**src/rtl/parking_pkg.sv**
```systemverilog
// Shared definitions for the multi-floor parking controller.
// Latency: n/a (constants, types and pure functions only).
// Backpressure: n/a.
package parking_pkg;

    // PS/2 make codes for the keys the controller reacts to
    localparam logic [7:0] KEY_0   = 8'h45;
    localparam logic [7:0] KEY_1   = 8'h16;
    localparam logic [7:0] KEY_2   = 8'h1E;
    localparam logic [7:0] KEY_3   = 8'h26;
    localparam logic [7:0] KEY_4   = 8'h25;
    localparam logic [7:0] KEY_5   = 8'h2E;
    localparam logic [7:0] KEY_6   = 8'h36;
    localparam logic [7:0] KEY_7   = 8'h3D;
    localparam logic [7:0] KEY_8   = 8'h3E;
    localparam logic [7:0] KEY_9   = 8'h46;
    localparam logic [7:0] KEY_ESC = 8'h76;

    // Segment patterns, bit order g..a, active-low
    localparam logic [6:0] SEG_BLANK = 7'h7F;

    typedef enum logic [2:0] {
        ST_IDLE    = 3'd0,
        ST_GET_FLR = 3'd1,
        ST_GET_PIN = 3'd2,
        ST_CHECK   = 3'd3,
        ST_ACCEPT  = 3'd4,
        ST_REJECT  = 3'd5
    } state_t;

    // Returns {valid, digit}; valid=0 for any non-digit code
    function automatic logic [4:0] scan_to_digit(input logic [7:0] code);
        case (code)
            KEY_0:   scan_to_digit = {1'b1, 4'd0};
            KEY_1:   scan_to_digit = {1'b1, 4'd1};
            KEY_2:   scan_to_digit = {1'b1, 4'd2};
            KEY_3:   scan_to_digit = {1'b1, 4'd3};
            KEY_4:   scan_to_digit = {1'b1, 4'd4};
            KEY_5:   scan_to_digit = {1'b1, 4'd5};
            KEY_6:   scan_to_digit = {1'b1, 4'd6};
            KEY_7:   scan_to_digit = {1'b1, 4'd7};
            KEY_8:   scan_to_digit = {1'b1, 4'd8};
            KEY_9:   scan_to_digit = {1'b1, 4'd9};
            default: scan_to_digit = {1'b0, 4'd0};
        endcase
    endfunction

    function automatic logic [6:0] digit_to_seg(input logic [3:0] d);
        case (d)
            4'd0:    digit_to_seg = 7'h40;
            4'd1:    digit_to_seg = 7'h79;
            4'd2:    digit_to_seg = 7'h24;
            4'd3:    digit_to_seg = 7'h30;
            4'd4:    digit_to_seg = 7'h19;
            4'd5:    digit_to_seg = 7'h12;
            4'd6:    digit_to_seg = 7'h02;
            4'd7:    digit_to_seg = 7'h78;
            4'd8:    digit_to_seg = 7'h00;
            4'd9:    digit_to_seg = 7'h10;
            default: digit_to_seg = SEG_BLANK;
        endcase
    endfunction

endpackage

```
**src/rtl/bcd7seg_2dig.sv**
```systemverilog
// Binary 0..99 to two registered 7-segment digits (tens, units), with blanking.
// Latency: 1 cycle from value/blank to segment outputs.
// Backpressure: none, free-running. Ports: clk, rst_n, value[6:0], blank -> seg_left, seg_right.
module bcd7seg_2dig
    import parking_pkg::*;
(
    input  logic       clk,
    input  logic       rst_n,
    input  logic [6:0] value,
    input  logic       blank,
    output logic [6:0] seg_left,
    output logic [6:0] seg_right
);

    always_ff @(posedge clk or negedge rst_n) begin
        if (!rst_n) begin
            seg_left  <= SEG_BLANK;
            seg_right <= SEG_BLANK;
        end else if (blank) begin
            seg_left  <= SEG_BLANK;
            seg_right <= SEG_BLANK;
        end else begin
            // A leading zero is displayed, never suppressed
            seg_left  <= digit_to_seg(4'(value / 7'd10));
            seg_right <= digit_to_seg(4'(value % 7'd10));
        end
    end

endmodule

```
**src/rtl/parking_controller_mf.sv**
```systemverilog
// Multi-floor parking access controller: keypad op/floor/PIN transactions, per-floor free counts.
// Latency: last PIN key edge k -> CHECK k+1 -> count/LED k+2 -> displays k+3.
// Backpressure: none; one-cycle CHECK/ACCEPT/REJECT states ignore keys, operator pacing covers it.
// Ports: clk, rst_n, power, disp_floor, key_code/key_on in; 7-seg pairs, free_vec, LEDs out.
module parking_controller_mf
    import parking_pkg::*;
#(
    parameter int          NUM_FLOORS     = 2,
    parameter int          FLOOR_CAP      = 15,
    parameter int          PIN_LEN        = 3,
    parameter logic [15:0] PIN            = 16'h0113,
    parameter int          TIMEOUT_CYCLES = 1000,
    parameter int          LED_HOLD       = 50
) (
    input  logic                    clk,
    input  logic                    rst_n,
    input  logic                    power,
    input  logic [3:0]              disp_floor,
    input  logic [7:0]              key_code,
    input  logic                    key_on,
    output logic [6:0]              flr_bcd_left,
    output logic [6:0]              flr_bcd_right,
    output logic [6:0]              tot_bcd_left,
    output logic [6:0]              tot_bcd_right,
    output logic [NUM_FLOORS*7-1:0] free_vec,
    output logic                    red_power_led,
    output logic                    red_wrong_led,
    output logic                    green_led
);

    localparam int         TW       = $clog2(TIMEOUT_CYCLES + 1);
    localparam int         HW       = $clog2(LED_HOLD + 1);
    localparam logic [1:0] PIN_LAST = 2'(PIN_LEN - 1);

    state_t         state, state_nxt;
    logic           key_prev;
    logic           key_evt;
    logic [4:0]     scan;
    logic           is_dig, is_esc;
    logic [3:0]     dig;
    logic           op_exit;
    logic [3:0]     flr;
    logic [1:0]     pin_idx;
    logic           pin_ok;
    logic [3:0]     exp_dig;
    logic [TW-1:0]  tmo_cnt;
    logic           tmo_hit;
    logic [HW-1:0]  hold_cnt;
    logic [6:0]     free_cnt [NUM_FLOORS];
    logic [6:0]     free_sel, disp_sel, total;
    logic           room_ok;
    logic           ld_op, ld_flr, ld_pin, do_accept, do_reject, tmo_run;

    // One event per rising edge of the held key level; ignored while powered off
    assign key_evt = power && key_on && !key_prev;
    assign scan    = scan_to_digit(key_code);
    assign is_dig  = scan[4];
    assign dig     = scan[3:0];
    assign is_esc  = (key_code == KEY_ESC);
    assign tmo_hit = (tmo_cnt == TW'(TIMEOUT_CYCLES - 1));

    // Mux selects written as loops so index widths never mismatch the array size
    always_comb begin
        free_sel = '0;
        disp_sel = '0;
        total    = '0;
        free_vec = '0;
        exp_dig  = '0;
        for (int i = 0; i < NUM_FLOORS; i++) begin
            if (flr == 4'(i))        free_sel = free_cnt[i];
            if (disp_floor == 4'(i)) disp_sel = free_cnt[i];
            total = total + free_cnt[i];
            free_vec[i*7 +: 7] = free_cnt[i];
        end
        // PIN is compared digit by digit, most significant nibble first
        for (int i = 0; i < PIN_LEN; i++) begin
            if (pin_idx == 2'(i)) exp_dig = PIN[(PIN_LEN-1-i)*4 +: 4];
        end
    end

    assign room_ok = op_exit ? (free_sel != 7'(FLOOR_CAP)) : (free_sel != 7'd0);

    // State register
    always_ff @(posedge clk or negedge rst_n) begin
        if (!rst_n) state <= ST_IDLE;
        else        state <= state_nxt;
    end

    // Next-state logic
    always_comb begin
        state_nxt = state;
        if (!power) begin
            state_nxt = ST_IDLE;
        end else begin
            case (state)
                ST_IDLE:
                    if (key_evt && is_dig && (dig == 4'd1 || dig == 4'd2))
                        state_nxt = ST_GET_FLR;
                ST_GET_FLR:
                    if (key_evt) begin
                        if (is_esc)                             state_nxt = ST_IDLE;
                        else if (is_dig && int'(dig) < NUM_FLOORS) state_nxt = ST_GET_PIN;
                        else                                    state_nxt = ST_REJECT;
                    end else if (tmo_hit) begin
                        state_nxt = ST_REJECT;
                    end
                ST_GET_PIN:
                    if (key_evt) begin
                        if (is_esc)                     state_nxt = ST_IDLE;
                        else if (!is_dig)               state_nxt = ST_REJECT;
                        else if (pin_idx == PIN_LAST)   state_nxt = ST_CHECK;
                    end else if (tmo_hit) begin
                        state_nxt = ST_REJECT;
                    end
                ST_CHECK:
                    state_nxt = (pin_ok && (dig == dig) && room_ok) ? ST_ACCEPT : ST_REJECT;
                default:
                    state_nxt = ST_IDLE;
            endcase
        end
    end

    // Control outputs of the FSM
    always_comb begin
        ld_op     = (state == ST_IDLE)    && (state_nxt == ST_GET_FLR);
        ld_flr    = (state == ST_GET_FLR) && (state_nxt == ST_GET_PIN);
        ld_pin    = (state == ST_GET_PIN) && key_evt && is_dig;
        do_accept = power && (state == ST_ACCEPT);
        do_reject = power && (state == ST_REJECT);
        tmo_run   = (state == ST_GET_FLR) || (state == ST_GET_PIN);
    end

    // Transaction datapath, counters and LEDs
    always_ff @(posedge clk or negedge rst_n) begin
        if (!rst_n) begin
            key_prev      <= 1'b0;
            op_exit       <= 1'b0;
            flr           <= '0;
            pin_idx       <= '0;
            pin_ok        <= 1'b0;
            tmo_cnt       <= '0;
            hold_cnt      <= '0;
            green_led     <= 1'b0;
            red_wrong_led <= 1'b0;
            red_power_led <= 1'b0;
            for (int i = 0; i < NUM_FLOORS; i++) free_cnt[i] <= 7'(FLOOR_CAP);
        end else begin
            key_prev      <= key_on;
            red_power_led <= !power;

            if (ld_op) op_exit <= (dig == 4'd2);
            // Entering GET_PIN always restarts PIN collection, so nothing stale survives
            if (ld_flr) begin
                flr     <= dig;
                pin_idx <= '0;
                pin_ok  <= 1'b1;
            end
            if (ld_pin) begin
                pin_idx <= pin_idx + 2'd1;
                pin_ok  <= pin_ok && (dig == exp_dig);
            end

            if (!tmo_run || key_evt) tmo_cnt <= '0;
            else if (!tmo_hit)       tmo_cnt <= tmo_cnt + 1'b1;

            // Guards in CHECK make wrap impossible here
            if (do_accept) begin
                for (int i = 0; i < NUM_FLOORS; i++) begin
                    if (flr == 4'(i))
                        free_cnt[i] <= op_exit ? free_cnt[i] + 7'd1 : free_cnt[i] - 7'd1;
                end
            end

            // A new result restarts the hold and overrides the other LED
            if (!power) begin
                green_led     <= 1'b0;
                red_wrong_led <= 1'b0;
                hold_cnt      <= '0;
            end else if (do_accept || do_reject) begin
                green_led     <= do_accept;
                red_wrong_led <= do_reject;
                hold_cnt      <= HW'(LED_HOLD - 1);
            end else if (green_led || red_wrong_led) begin
                if (hold_cnt == '0) begin
                    green_led     <= 1'b0;
                    red_wrong_led <= 1'b0;
                end else begin
                    hold_cnt <= hold_cnt - 1'b1;
                end
            end
        end
    end

    bcd7seg_2dig u_flr_disp (
        .clk       (clk),
        .rst_n     (rst_n),
        .value     (disp_sel),
        .blank     (!power || int'(disp_floor) >= NUM_FLOORS),
        .seg_left  (flr_bcd_left),
        .seg_right (flr_bcd_right)
    );

    bcd7seg_2dig u_tot_disp (
        .clk       (clk),
        .rst_n     (rst_n),
        .value     (total),
        .blank     (!power),
        .seg_left  (tot_bcd_left),
        .seg_right (tot_bcd_right)
    );

endmodule

```
**config.mk**
```make
export PLATFORM = sky130hd
export DESIGN_NAME = parking_controller_mf
export DESIGN_NICKNAME = d
export VERILOG_FILES = /design/src/rtl/parking_pkg.sv /design/src/rtl/bcd7seg_2dig.sv /design/src/rtl/parking_controller_mf.sv
export SDC_FILE = /design/constraint.sdc
export NUM_CORES = 1
export LEC_CHECK = 0
export ABC_CLOCK_PERIOD_IN_PS = 5900
export BUFFER_PORTS_ARGS = -buffer_cell sky130_fd_sc_hd__buf_2
export CORE_UTILIZATION = 35
export DETAILED_ROUTE_END_ITERATION = 10
export SLEW_MARGIN = 10
export SYNTH_ARGS = -nofsm -noshare
export SYNTH_HDL_FRONTEND = slang
export SYNTH_HIERARCHICAL = 1
export SYNTH_SLANG_ARGS = --single-unit
```
**constraint.sdc**
```tcl
create_clock -name clk -period 5.9 [get_ports clk]
set_input_delay 0.295 -clock clk [delete_from_list [all_inputs] [get_ports clk]]
set_output_delay 0.295 -clock clk [all_outputs]
set_load 0.02 [all_outputs]
```
# Word level (Yosys, flattened, before mapping)
# Memory sizes are Yosys's and may differ from the RTL's.
# Index checks and enable logic that the tools add are counted.
# totals
wordCells	142
output_inout_bits	45
mem_count	4
regBits	73
romBits	448
input_bits	16
# op_classes
muxes	43
eq_ne	31
div	4
add_sub_neg	8
n_reduce_logical	33
order_cmp	2
# memory_table
memory	words	width	read_ports	rd_ports_with_merged_regs	write_ports	line	source
(no name shown)	16	7	1	0	0	parking_pkg.sv:49	case (d)
(no name shown)	16	7	1	0	0	parking_pkg.sv:49	
(no name shown)	16	7	1	0	0	parking_pkg.sv:49	
(no name shown)	16	7	1	0	0	parking_pkg.sv:49	
# ops
cell	count
7-bit 2-to-1 mux	10
5-bit one-hot mux with 10 select lines	1
8-bit by 6-bit equality test with 1-bit output, second input constant	6
3-bit 2-to-1 mux	10
8-bit by 7-bit equality test with 1-bit output, second input constant	3
6-bit 2-to-1 mux	4
10-bit 2-to-1 mux	2
8-bit by 5-bit equality test with 1-bit output, second input constant	2
7-bit by 1-bit adder with 7-bit output, second input constant	2
7-bit by 4-bit divider with 7-bit output, second input constant	2
7-bit by 4-bit modulo with 7-bit output, second input constant	2
7-bit by 1-bit subtractor with 7-bit output, second input constant	2
1-bit logical AND	13
4-bit by 1-bit equality test with 1-bit output, second input constant	3
3-bit one-hot mux with 4 select lines	1
1-bit 2-to-1 mux	11
10-bit by 1-bit adder with 10-bit output, second input constant	1
10-bit equality test, second input constant	1
3-bit by 2-bit equality test with 1-bit output, second input constant	3
4-bit logical NOT	2
4-bit 2-to-1 mux	2
2-bit AND reduction	4
7-bit adder	1
7-bit by 4-bit != test with 1-bit output, second input constant	1
21 further kinds	32

# Longest topological paths before layout
# logic_depth
ltp_word	13
mapped_depth	23
mapped_depth_nobuf	21

# Hierarchy
# Netlist, hierarchy kept.
# by_module_without_submodules
mod	cells_per_inst	instances	area_per_inst_um2	seq_area_each_um2
parking_controller_mf	345	1	3184.3	1136.1
bcd7seg_2dig	147	2	1315.0	367.9

# Worst setup path before layout
# OpenSTA, ideal clock, no wires.
# synth_path
path_type	register -> register
startpoint	register free_cnt, in the netlist free_vec[7]
endpoint	register u_tot_disp.seg_right[0]
path_buffers	2
slack_ns	1.593
path_stages_with_launch	24
required_time_ns	5.808
synth_period_minus_slack_ns	4.307
setup_time_ns	0.092
arrival_ns	4.215
path_cell_list	dfstp_2 -> ha_1 -> inv_1 -> fa_1 -> inv_1 -> a21oi_1 -> o21bai_1 -> a21o_1 -> a21oi_1 -> xnor2_1 -> buf_2 -> xnor2_1 -> o221ai_2 -> inv_2 -> ha_1 -> clkbuf_1 -> o21ai_1 -> a211o_1 -> nand2_1 -> inv_1 -> ha_1 -> nand2b_1 -> a221oi_1 -> a31oi_1
# synth_between
elab_chain_len	4
# synth_rtl
item	line	source
from (decl)	parking_controller_mf.sv:49	logic [6:0] free_cnt [NUM_FLOORS];
from (signal, indexed assignment)	parking_controller_mf.sv:170	free_cnt[i] <= op_exit ? free_cnt[i] + 7'd1 : free_cnt[i] - 7'd1;
7-bit adder	parking_controller_mf.sv:72	total = total + free_cnt[i];
net total[6]	parking_controller_mf.sv:50	logic [6:0] free_sel, disp_sel, total;
7-bit by 4-bit modulo with 7-bit output	bcd7seg_2dig.sv:25	seg_right <= digit_to_seg(4'(value % 7'd10));
memory 16 x 7 bit	n/a	
7-bit 2-to-1 mux	bcd7seg_2dig.sv:19	end else if (blank) begin
to (signal assigned)	bcd7seg_2dig.sv:25	
to (decl)	bcd7seg_2dig.sv:12	output logic [6:0] seg_right
# The timed path passes the listed nets, and every way through them passes these cells.
# A chain may end at the register's enable or synchronous reset.

# Worst setup path after layout
# layout_path
startpoint	register free_cnt, in the netlist free_vec[7]
endpoint	register u_tot_disp.seg_right[3]
# Same word-level chain as after synthesis.

==> results.txt <==
----------------------------------------------------
[Status]
  Run status ... finished clean

[Timing]
  # setup viols final ... 0
  Final hold vios ... 0
  Clock Skew ... 5.491 ps
  Worst Setup Slack, final ... 1002 ps
  Highest clock rate ... 204.2 MHz
  RSZ-0062 raised after global routing ... no
  Final Max Slew Viols ... 0
  Headroom to the max-slew limit ... 38.38%
  Fin crit period ... 4898 ps
  Portion of the clock cycle consumed by the worst path in the final layout ... 83.01%
  Fin Setup TNS ... 0 ps
  Transition time of the tightest slew-check pin ... 921.1 ps

[Place]
  Placed insts ... 887
  Post-placement worst setup slack ... 1056 ps
  GPL Wtd Cong ... 0.8314
  Detailed Place HPWL ... 9438 microns
  Port Buffers ... 60

[Clock network]
  Level count of the clock H-tree ... 3
  Buffers inserted during post-CTS setup optimization ... 0
  Hold buffers post-CTS ... 0
  Clock-pin transition on the worst setup and hold timing paths ... 60 ps
  Sinks on the clock net ... 73
  Clock network latency to the later pin of the worst-skew pair ... 340 ps
  TritonCTS clock tree ... built
  Clock buffer count from CTS ... 9
  Maximum root-to-sink buffer count ... 2
  Post-CTS resize count ... 0
  CTS root buffer ... clkbuf_16

[Floorplanning]
  Count of boundary I/O pins ... 61
  Core Rows ... 46
  Area of the placeable core ... 16060 sq um
  Initial Utilization ... 36.21%
  Total Die Area ... 17130 sq um
  Die width ... 130.9 microns
  Y dimension of the die ... 130.9 microns

[Detailed routing]
  Number of vias in the routed layout ... 4858
  DRT Pass-1 Iters ... 4
  DRC violation total after the first TritonRoute iteration ... 265
  DRC violation count after routing ... 0
  Antenna viol nets, final ... 0
  Total length of routed wires ... 13010 microns
  Routed WL per cell ... 14.41 microns
  Post-detailed-route via-to-cell ratio ... 5.380

[Synthesis]
  Net count after synthesis ... 701
  Cell count after synthesis ... 639
  Netlist cell types ... 77
  Post-Synth Adder-Cell Area ... 10.63%
  Synthesized area divided by synthesized cell count ... 9.099 sq um
  Leading post-synthesis cells by cell area ... dfstp_2 16%, dfrtp_1 16%, ha_1 9.3%
  XOR/XNOR Fraction of Synth Area ... 6.025%
  Number of synthesized flops with an enable pin ... 0
  Compound-Gate Fraction of Synth Area ... 21.58%
  Cell taking the most area after synthesis ... dfstp_2
  Multiplexer area fraction after synthesis ... 4.132%
  Synth cell count leaders ... 43 x ha_1, 43 x nand2_1, 43 x nor2_1
  Synth top area share ... 16.27%
  Netlist Area Pre-Place ... 5814 sq um
  YS warnings ... 6
  Area share of and/or/nand/nor cells after synthesis ... 20.12%
  Async SR Flop Fraction ... 100.0%
  Main synth FF type ... dfrtp_1
  Main combinational cell family by area after synthesis ... compound AO/OA/AOI/OAI gates
  Proportion of synthesized chip area in sequential cells ... 32.19%
  Register bit count reported by yosys ... 73

[Critical path]
  Kind of start point of the critical path ... flop
  Reg2Reg Launch Point ... free_vec[7]$_DFFE_PN1P_
  Number of cell instances on the worst register-to-register path ... 20
  CP Data Required Time ... 6160 ps
  WP data arrival ... 5150 ps
  Worst R2R End ... u_tot_disp/seg_right[3]$_DFF_PN1_
  Register-to-register path setup slack ... 1000 ps
  Maximum single-stage delay on the critical path ... 750 ps
  Biggest fanout along the worst timing path ... 14
  Category of the critical setup timing path ... flop to flop
  Critical-path top delay cell ... xor2_1
  Crit path capture type ... flop
  Cells along the critical path ... ha_1 -> inv_1 -> fa_1 -> inv_1 -> a21oi_1 -> o21bai_1 -> xor2_1 -> or2b_1 -> a2bb2oi_1 -> o221ai_2 -> inv_2 -> ha_1 -> o21ai_1 -> a211o_1 -> nand2_1 -> inv_1 -> ha_1 -> nand2b_1 -> a221oi_1 -> a31oi_1

[Power]
  Power density relative to cell area ... 235.0 nW/um^2
  Max VDD drop ... 149.8 uV
  Lkg Pwr ... 2.788 nW

[Hold path]
  Worst min-delay path startpoint ... key_on
  Path class of the lowest-slack min-delay path ... input port to flop
  Hold path depth ... 1
  Endpoint of the worst hold-timing path ... key_prev$_DFF_PN0_

[Global route]
  Global-route wire length before repair ... 22690 microns
  Global route overflow ... 0
  Global router's overall resource usage ... 16.77%
  Pin count of the biggest net entering global routing ... 74
  Initial antenna violation count ... 0
  Number of global-route vias before repair ... 4744

[Final layout]
  Core utilization of the finished layout ... 40.37%
  Ratio of cells with drive above 1 in the final layout ... 20.82%
  Fill cell count ... 1593
  Post-route insts no fill ... 903
  Signed area change from the synthesized netlist to the final layout ... 11.49%
  Number of nets at the end of the flow ... 744
  Count of antenna diodes in the layout ... 0

[Job]
  Total of max-cap violations ... 0

----------------------------------------------------
==> flip-flops by register name, indices dropped and copies added (netlist names) <==
signal and flops:
u_tot_disp/seg_right 7, pin_ok 1, key_prev 1, hold_cnt 6, state 3, pin_idx 2, u_tot_disp/seg_left 7, u_flr_disp/seg_right 7
flr 4, red_power_led 1, red_wrong_led 1, op_exit 1, free_vec 14, u_flr_disp/seg_left 7, green_led 1, tmo_cnt 10
==> where the power goes <==
| group | internal, mW | total (mW) | switching, mW |
|---|---|---|---|
| clock | 0.295 | 0.510 | 0.215 |
| sequential | 0.560 | 0.578 | 0.0183 |
| combinational | 0.163 | 0.435 | 0.272 |
| total | 1.02 | 1.52 | 0.505 |
==> worst max-delay path by stage <==
stage / from / end / slack, ps / depth (start not counted)
after global routing: free_vec[0]$_DFFE_PN1P_ / u_tot_disp/seg_left[6]$_DFF_PN1_ / 540 / 19
after floorplan: free_vec[7]$_DFFE_PN1P_ / u_tot_disp/seg_right[0]$_DFF_PN1_ / 1590 / 23
after detailed placement: free_vec[0]$_DFFE_PN1P_ / u_tot_disp/seg_right[3]$_DFF_PN1_ / 1060 / 20
final: free_vec[7]$_DFFE_PN1P_ / u_tot_disp/seg_right[3]$_DFF_PN1_ / 1000 / 20
after CTS: free_vec[0]$_DFFE_PN1P_ / u_tot_disp/seg_right[3]$_DFF_PN1_ / 1040 / 20
after global placement: free_vec[7]$_DFFE_PN1P_ / u_tot_disp/seg_right[0]$_DFF_PN1_ / 1240 / 20
==> layout by cell type, fill, tap and decap left out, types with 5 or more instances in the layout <==
| master | n |
|---|---|
| buf_2 | 60 |
| ha_1 | 43 |
| nand2b_1 | 20 |
| a211o_1 | 5 |
| xor2_1 | 20 |
| nor2b_1 | 10 |
| o31ai_1 | 7 |
| o21ai_1 | 12 |
| or2_2 | 10 |
| a21o_1 | 13 |
| nor3_1 | 13 |
| a21oi_1 | 36 |
| a31oi_1 | 9 |
| xnor2_1 | 20 |
| nand2_1 | 43 |
| o32a_1 | 8 |
| nand4_1 | 6 |
| and2_1 | 7 |
| o21bai_1 | 7 |
| clkbuf_16 | 9 |
| nor2_1 | 43 |
| dfrtp_1 | 37 |
| o21ai_0 | 28 |
| mux2i_1 | 15 |
| inv_1 | 31 |
| dfstp_2 | 36 |
| nand3_1 | 17 |
| a22oi_1 | 6 |
==> area by class of cell <==
type | count | area [sq um] | share of cell area, %
Sequential cell | 73 | 1872 | 28.87
Clock inverter | 3 | 17.52 | 0.2702
Tap cell | 216 | 270.3 | 4.169
Clock buffer | 13 | 250.2 | 3.860
Inverter | 33 | 123.9 | 1.911
Multi-Input combinational cell | 503 | 3633 | 56.05
Timing Repair Buffer | 62 | 315.3 | 4.864
==> cells by family after synthesis <==
| family | count (synthesis) |
|---|---|
| mux | 22 |
| fa+ha+maj | 48 |
| buf+inv | 63 |
| flops | 73 |
| compound gates | 180 |
| xor+xnor | 40 |
| simple gates | 213 |
==> metrics by stage <==
stage / power, mW / hold WS [ps] / area, sq um
global route: 1.615 / 86.10 / 6482
detailed placement: 1.021 / 439.6 / 6215
global placement: 1.009 / 435.3 / 6215
CTS: 1.540 / 79.63 / 6482
floorplan: 0.9223 / -0.5911 / 5814
finish: 1.524 / 92.95 / 6482
==> layer usage <==
metal / vias up / share of wire (%) / GRT usage, %
met5: - / 0 / 0
met1: 2355 / 46 / 20.50
met3: 13 / 4.3 / 3.624
li1: 2396 / - / -
met2: 94 / 48 / 29.23
met4: 0 / 1.5 / 5.477
==> worst max-delay path, delay by kind of cell, from the launching register on <==
kind | cells | cell delay [ps]
AOI/OAI and AO/OA | 8 | 1470
and+or+nand+nor | 3 | 540
buffers and inverters | 4 | 340
DFF | 1 | 620
xor gates and xnor gates | 1 | 750
adders and majority gates | 4 | 1090
No activity file was read; power rests on OpenSTA's default activity.
